**config.mk**
```make
export PLATFORM = sky130hd
export DESIGN_NAME = if_id_queue
export DESIGN_NICKNAME = d
export VERILOG_FILES = /design/src/rtl/if_id_pkg.sv /design/src/rtl/if_id_queue.sv
export SDC_FILE = /design/constraint.sdc
export NUM_CORES = 1
export LEC_CHECK = 0
export ABC_AREA = 1
export CORE_UTILIZATION = 40
export CTS_CLUSTER_SIZE = 25
export DETAILED_ROUTE_END_ITERATION = 10
export PLACE_DENSITY_LB_ADDON = 0.08
export SYNTH_ARGS = -nofsm -noshare
export SYNTH_HDL_FRONTEND = slang
export SYNTH_SLANG_ARGS = --single-unit
```
**constraint.sdc**
```tcl
create_clock -name clk_in -period 7.1 [get_ports clk_in]
set_input_delay 0.71 -clock clk_in [delete_from_list [all_inputs] [get_ports clk_in]]
set_output_delay 0.71 -clock clk_in [all_outputs]
set_load 0.02 [all_outputs]
```
**src/rtl/if_id_pkg.sv**
```systemverilog
// if_id_pkg: shared types and constants for the IF/ID instruction queue.
// Holds the default pc/instruction widths, the NOP encoding presented
// when the queue is empty, and the {pc, instru} entry type.
package if_id_pkg;

  localparam int ADDR_W = 32;
  localparam int INST_W = 32;

  localparam logic [INST_W-1:0] NOP_INSTR = '0;

  typedef struct packed {
    logic [ADDR_W-1:0] pc;
    logic [INST_W-1:0] instru;
  } if_id_entry_t;

endpackage

```
**src/rtl/if_id_queue.sv**
```systemverilog
// if_id_queue: DEPTH-entry FIFO of {pc, instruction} pairs between IF and ID.
// Every entry has an explicit valid state, derived from occupancy, so an
// all-zero instruction word is a legitimate instruction and never a bubble.
// A flush from EX empties the queue in one cycle. rdy_in low freezes all state.
// Optional macro IF_ID_BYPASS_EN: an empty queue forwards the IF inputs
// straight to ID in the same cycle (zero-latency path).
module if_id_queue
  import if_id_pkg::*;
#(
  parameter int DEPTH  = 4,
  parameter int ADDR_W = if_id_pkg::ADDR_W,
  parameter int INST_W = if_id_pkg::INST_W
) (
  input  logic                     clk_in,
  input  logic                     rst_in,
  input  logic                     rdy_in,
  input  logic                     flush_in,
  input  logic                     if_valid_in,
  input  logic [ADDR_W-1:0]        if_pc_in,
  input  logic [INST_W-1:0]        if_instru_in,
  output logic                     if_ready_out,
  input  logic                     id_ready_in,
  output logic                     id_valid_out,
  output logic [ADDR_W-1:0]        id_pc_out,
  output logic [INST_W-1:0]        id_instru_out,
  output logic [$clog2(DEPTH):0]   count_out
);

  localparam int PTR_W = $clog2(DEPTH);
  localparam int CNT_W = PTR_W + 1;
  localparam logic [CNT_W-1:0] FULL_CNT = CNT_W'(DEPTH);

  // The storage uses the shared entry type, so the queue widths must match it.
  if (ADDR_W != if_id_pkg::ADDR_W || INST_W != if_id_pkg::INST_W) begin : g_width_check
    $error("if_id_queue: ADDR_W/INST_W must match if_id_pkg entry widths");
  end

  if_id_entry_t     mem [DEPTH];
  logic [PTR_W-1:0] wp;
  logic [PTR_W-1:0] rp;
  logic [CNT_W-1:0] count;

  logic         full;
  logic         empty;
  logic         enq_fire;
  logic         deq_fire;
  logic         bypass_take;
  if_id_entry_t head;

  assign full         = (count == FULL_CNT);
  assign empty        = (count == '0);
  assign head         = mem[rp];
  assign if_ready_out = !full;
  assign count_out    = count;

`ifdef IF_ID_BYPASS_EN
  logic bypass_act;
  assign bypass_act  = empty && if_valid_in && rdy_in && !flush_in && !rst_in;
  assign bypass_take = bypass_act && id_ready_in;

  // Present the stored head, or the live IF instruction when bypassing an empty queue.
  always_comb begin
    id_valid_out  = 1'b0;
    id_pc_out     = '0;
    id_instru_out = NOP_INSTR;
    if (!empty) begin
      id_valid_out  = 1'b1;
      id_pc_out     = head.pc;
      id_instru_out = head.instru;
    end else if (bypass_act) begin
      id_valid_out  = 1'b1;
      id_pc_out     = if_pc_in;
      id_instru_out = if_instru_in;
    end
  end
`else
  assign bypass_take = 1'b0;

  // Present the stored head; an empty queue shows pc 0 and a NOP.
  always_comb begin
    id_valid_out  = 1'b0;
    id_pc_out     = '0;
    id_instru_out = NOP_INSTR;
    if (!empty) begin
      id_valid_out  = 1'b1;
      id_pc_out     = head.pc;
      id_instru_out = head.instru;
    end
  end
`endif

  // A bypassed instruction consumed by ID is never written into the array.
  assign enq_fire = if_valid_in && if_ready_out && !bypass_take;
  assign deq_fire = !empty && id_ready_in;

  // Pointer and occupancy update: reset, then freeze, then flush, then handshakes.
  always_ff @(posedge clk_in) begin
    if (rst_in) begin
      wp    <= '0;
      rp    <= '0;
      count <= '0;
    end else if (rdy_in) begin
      if (flush_in) begin
        wp    <= '0;
        rp    <= '0;
        count <= '0;
      end else begin
        if (enq_fire) wp <= wp + 1'b1;
        if (deq_fire) rp <= rp + 1'b1;
        if (enq_fire && !deq_fire) count <= count + CNT_W'(1);
        else if (!enq_fire && deq_fire) count <= count - CNT_W'(1);
      end
    end
  end

  // Entry storage write; contents are deliberately left unreset.
  always_ff @(posedge clk_in) begin
    if (!rst_in && rdy_in && !flush_in && enq_fire) begin
      mem[wp] <= '{pc: if_pc_in, instru: if_instru_in};
    end
  end

endmodule
```
==> out/results.ini, run 1 <==
[timing]
slew_violations = 0
period_share_pct = 64.0
fmax_ghz = 0.220
clock_skew_ps = 9.23
rsz0062_at_grt = no
finalHoldViolCount = 0
tns_ps = 0
worst_pin_slew_ps = 1040
min_period_ps = 4540
fin_ws_ps = 2560
finalSetupViolCount = 0
slew_headroom_pct = 30.4

[grt]
grt_pass1_wl_mm = 35.8
antenna_found_initial = 1
grt-ovfl-total = 0
gr-usage-met3_pct = 2.41
use_met2_pct = 29.9
grt_pass1_vias = 6429
grt_max_degree = 72
grt_usage_pct = 17.5
use_met1_pct = 23.4
grt.busiest_layer = met2

[power]
power_per_cell_area_mw_per_mm2 = 267
power.total_uw = 3470
p_leak_uw = 0.00432
ir_drop_mv = 0.178

[critical_path]
worstPathRequired_ps = 6390
crit_type = reg -> out
rr_worst_depth = 5
cp.arrival_ps = 3830
slowest_delay_ps = 870
endpoint_kind = output pin
crit_fanout = 71
path_cells = clkinv_2 > buf_4 > o21ai_0 > a21oi_1 > clkdlybuf4s50_1
start_kind = flip-flop
cpMaxStageDelayCell = clkinv_2

[layout]
area.growth.synth_to_final_pct = 24.8
fin_nets = 1036
multi_input_area_mm2 = 0.00229
final_layout_size_suffix_gt1_share_pct = 7.14
num_antenna_cells = 0
ff_latch_area_mm2 = 0.00787
fillers = 2202

[detailed_routing]
wl_mm = 23.1
wire_per_inst_um = 17.6
vias = 6509
initialDrtViolationCount = 337
first_pass_iters = 6
viasPerCell = 4.96
ant_nets = 0
drc = 0

[synth]
postSynthNetCount = 906
yosysSeqAreaShare_pct = 75.5
ys.warnings.count = 0
yosysTopAreaCellShare_pct = 73.8
syn_area_per_cell_um2 = 12.5
async_flop_share_pct = 0
synthCells = 831
syn-cell-area_mm2 = 0.0104
synth_common_cells = nor2_1, edfxtp_1, o21ai_0, a21oi_1
synthTopCellsByArea = edfxtp_1, nor2_1, o21ai_0, a21oi_1, dfxtp_1
yosysTopAreaCell = edfxtp_1
ys.flop_type = edfxtp_1
synth-edff-count = 256
yosysMostFrequentCell = nor2_1
synth_cell_types = 26
ys_ff_latch = 265

[place]
io_buffers = 138
place_hpwl_mm = 12.5
post-place-ws_ps = 3070
gp_congestion = 0.697

[clock_tree]
htree_levels = 1
cts_resized = 0
cts_tree = built
ctsHoldBuffers = 0
cts-buffers-inserted = 28
clock_sinks = 265
cts_root_buf = clkbuf_16
cts_buffer_depth = 3
clkTransAtPathRegs_ps = 60
post-cts-setup-buffers = 0
insertion_delay_ps = 520

[flow_run]
maxCapViolCount = 0

[floorplan]
num_rows = 58
top_level_ports = 139
core_mm2 = 0.0253
die_width_um = 163
start_util_pct = 41.1
die_area_mm2 = 0.0267
dieHeight_um = 163

[hold_path]
hold_depth = 2
hold_class = reg -> reg

[status]
status = completed

## cell families (layout without fill, tap and decap cells)
family | Yosys count | count (layout) | synth area share (%)
flops | 265 | 265 | 75.5
xor+xnor | 1 | 1 | 0.0841
simple gates | 288 | 288 | 10.9
compound gates | 205 | 205 | 10.0
buf+inv | 67 | 217 | 2.77
fa+ha+maj | 5 | 5 | 0.673
## layout by cell type (no fill, tap or decap), types with 4 or more instances in the layout
master / synthesis / final
clkinv_1: 0 / 6
buf_4: 4 / 9
nor2_4: 1 / 5
o21ai_1: 21 / 21
nand2_1: 11 / 11
clkbuf_16: 0 / 29
a21oi_1: 71 / 71
dfxtp_1: 9 / 7
nor2_1: 263 / 259
o21ai_0: 109 / 109
edfxtp_1: 256 / 256
nand3_1: 4 / 4
clkinv_2: 0 / 7
inv_1: 16 / 16
clkdlybuf4s50_1: 0 / 138
ha_1: 4 / 4
## worst paths after layout
path                                           startpoint              endpoint  slack [ps]
worst max-delay path                            flip-flop     id_instru_out[21]        2560
worst min-delay path                   rp[1]$_SDFFE_PP0P_             flip-flop         490
worst max register to register  count_out[0]$_SDFFE_PP0P_  mem[0][36]$_DFFE_PP_        4030
worst min register to register         rp[1]$_SDFFE_PP0P_             flip-flop         490
## where the power goes
part | switching [uW] | total, uW | internal, uW
sequential | 12.8 | 1740 | 1730
clock | 569 | 1420 | 847
combinational | 188 | 317 | 130
## per-layer routing
metal	up-vias	part of all wire (%)
met4	2	1.9
met3	33	4.0
met2	131	49
met1	3151	45
li1	3192	-
met5	-	0.048
## metrics by stage
step                std cells  cell area, um2  hold slack [ps]  utilization, %
detailed placement       1261           12100              481            47.8
finish                   1311           13000              487            51.3
CTS                      1311           13000              495            51.3
global route             1311           13000              532            51.3
floorplan                 831           10400              446               -
global placement         1261           12100              467            47.8
## state kept, by name, summed over array words and instances, names as in the netlist, named ones only
| register | count |
|---|---|
| wp | 2 |
| mem | 256 |
| rp | 2 |
| count_out | 3 |
## worst max-delay path: cells and delay by family, from the launching register on
kind / cells / cell delay [ps]
compound gates: 2 / 360
flops: 1 / 750
buf+inv: 3 / 2060
## final cells by class
cell class                 count  share of cell area [%]
multi-input combinational    499                    17.6
sequential                   265                    60.5
clock buffer                  32                    5.67
clock inverter                18                    1.27
inverter                      20                   0.587
tap                          330                    3.18
timing repair buffer         147                    11.1
Note: power is estimated with default switching activity, not from simulation.
==> inputs of run 2 (changes only) <==
clock period = 4.7 ns   (was 7.1 ns; I/O delays follow)
==> run 2 against run 1 <==
Against the previous run:
- core utilization is essentially flat
- routed wire length shrank 0.53%
- setup slack lost 1400 ps
- non-clock buffer count grew 5
- first-iteration DRC count grew 8.3%
- global-route usage is essentially flat
- critical path depth is the same
- largest power group unchanged
- via count grew 1.1%
- critical path type unchanged
- clock skew is essentially flat
==> out/results.ini, run 2 (synthesis gave the netlist of run 1 again) <==
[layout]
fillers = 2236  ; +1.5%
final_cell_mix = nor2_1, edfxtp_1, clkdlybuf4s50_1
mostFrequentLayoutCell = nor2_1
final_layout_size_suffix_gt1_share_pct = 7.03  ; -0.11 points
fin_nets = 1041  ; +0.48%
utilization_pct = 51.3  ; about the same
final_area_mm2 = 0.0130  ; about the same
num_antenna_cells = 0  ; unchanged
ff_latch_area_mm2 = 0.00787  ; unchanged
largest_register = mem
area.growth.synth_to_final_pct = 24.8  ; about the same
largest_reg_flops = 256  ; unchanged
multi_input_area_mm2 = 0.00229  ; unchanged

[place]
gp_congestion = 0.740  ; +6.1%
place_hpwl_mm = 13.1  ; +4.8%
io_buffers = 138  ; unchanged
place_area_mm2 = 0.0122  ; +0.41%

[critical_path]
cp_top_family = buffers and inverters
endpoint_kind = output pin
crit_type = reg -> out
path_cells = clkinv_2 > buf_12 > o21ai_0 > a21oi_1 > clkdlybuf4s50_1
cpMaxStageDelayCell = dfxtp_4
worstPathRequired_ps = 4230  ; -2160 ps
crit_buf_inv = 3  ; unchanged
start_kind = flip-flop
crit_fanout = 62  ; -13%
rr_worst_depth = 5  ; unchanged
cp.arrival_ps = 3090  ; -740 ps
cp.depth = 5  ; unchanged
slowest_delay_ps = 630  ; -240 ps

[floorplan]
top_level_ports = 139  ; unchanged
die_width_um = 163  ; unchanged
die_area_mm2 = 0.0267  ; unchanged
num_rows = 58  ; unchanged
start_util_pct = 41.1  ; unchanged
dieHeight_um = 163  ; unchanged
core_mm2 = 0.0253  ; unchanged

[timing]
worst_pin_slew_ps = 1000  ; -39.9 ps
tns_ps = 0  ; unchanged
min_period_ps = 3560
slew_violations = 0  ; unchanged
finalSetupViolCount = 0  ; unchanged
slew_headroom_pct = 33.1  ; +2.7 points
fmax_ghz = 0.281
rsz0062_at_grt = no
finalHoldViolCount = 0  ; unchanged
period_share_pct = 75.8
clock_skew_ps = 9.59  ; +0.364 ps

[power]
seq_power_share_pct = 50.8  ; +0.7 points
clockPowerShare_pct = 39.7  ; -1.1 points
switching_share_pct = 22.0  ; -0.14 points
p_leak_uw = 0.00433  ; +0.24%
power.total_uw = 5170  ; +49%
pwr-share-comb_pct = 9.5  ; +0.4 points
p_switching_uw = 1140  ; +48%
power_per_cell_area_mw_per_mm2 = 398  ; +49%
ir_drop_mv = 0.252  ; +41%
p_int_uw = 4030  ; +49%

[clock_tree]
cts_tree = built
htree_levels = 1  ; unchanged
cts-buffers-inserted = 28  ; unchanged
insertion_delay_ps = 530  ; about the same
cts_buffer_depth = 3  ; unchanged
clock_sinks = 265  ; unchanged
ctsHoldBuffers = 0  ; unchanged
post-cts-setup-buffers = 0  ; unchanged
clkTransAtPathRegs_ps = 60  ; about the same
cts_resized = 0  ; unchanged
cts_root_buf = clkbuf_16

[status]
status = completed

[grt]
grt_pass1_wl_mm = 35.8  ; about the same
antenna_found_initial = 0  ; -1
grt_pass1_vias = 6634  ; +3.2%
grt_usage_pct = 17.5  ; -0.021 points
grt_max_degree = 65  ; -9.7%
grt-ovfl-total = 0  ; unchanged

[detailed_routing]
vias = 6582  ; +1.1%
wl_mm = 23.0  ; -0.53%
wire_per_inst_um = 17.5  ; -0.61%
initialDrtViolationCount = 365  ; +8.3%
drc = 0  ; unchanged
ant_nets = 0  ; unchanged
first_pass_iters = 4  ; -2
viasPerCell = 5.02  ; +1.0%

[hold_path]
hold_class = reg -> reg
hold_depth = 2  ; unchanged

[flow_run]
maxCapViolCount = 0  ; unchanged

-- run 2: routing by layer --
layer / share of wire [%] / wire [um] / GRT usage [%] / vias up
met5: 0 / 0 / 0 / -
met4: 2.1 / 493 / 4.97 / 0
met3: 4.7 / 1090 / 2.34 / 34
met2: 48 / 11000 / 29.4 / 147
met1: 45 / 10400 / 23.6 / 3203
li1: - / - / - / 3198
-- run 2: power groups by stage --
stage | clock (uW) | combinational (uW) | sequential, uW
final | 2050 | 493 | 2620
after global routing | 2180 | 540 | 2630
after detailed placement | 0 | 499 | 2670
after CTS | 2100 | 502 | 2630
after floorplan | 0 | 250 | 2670
after global placement | 0 | 498 | 2670
-- run 2: cell type report --
cell class	count	area share (%)
sequential	265	60.6
multi-input combinational	499	17.6
timing repair buffer	152	11.5
clock buffer	35	5.76
tap	330	3.18
clock inverter	11	0.760
inverter	20	0.587
-- run 2: path summary, 6_finish.rpt --
path                           to                       from  slack [ps]
max                 id_pc_out[14]                  flip-flop        1140
min                     flip-flop         rp[1]$_SDFFE_PP0P_         490
max reg2reg  mem[2][39]$_DFFE_PP_  count_out[0]$_SDFFE_PP0P_        2020
min reg2reg             flip-flop         rp[1]$_SDFFE_PP0P_         490
-- run 2: metrics by stage --
step           worst slack (ps)  cells  hold WS, ps
2_1_floorplan               521    831          446
4_1_cts                    1030   1312          491
3_3_place_gp               1520   1266          477
6_report                   1140   1312          488
3_5_place_dp               1500   1266          484
5_1_grt                     863   1312          516
-- run 2: worst register-to-register path: cells and delay by family (launching register included) --
family / cells / cell delay (ps)
simple gates: 3 / 1100
flops: 1 / 410
buf+inv: 1 / 530
compound gates: 1 / 240
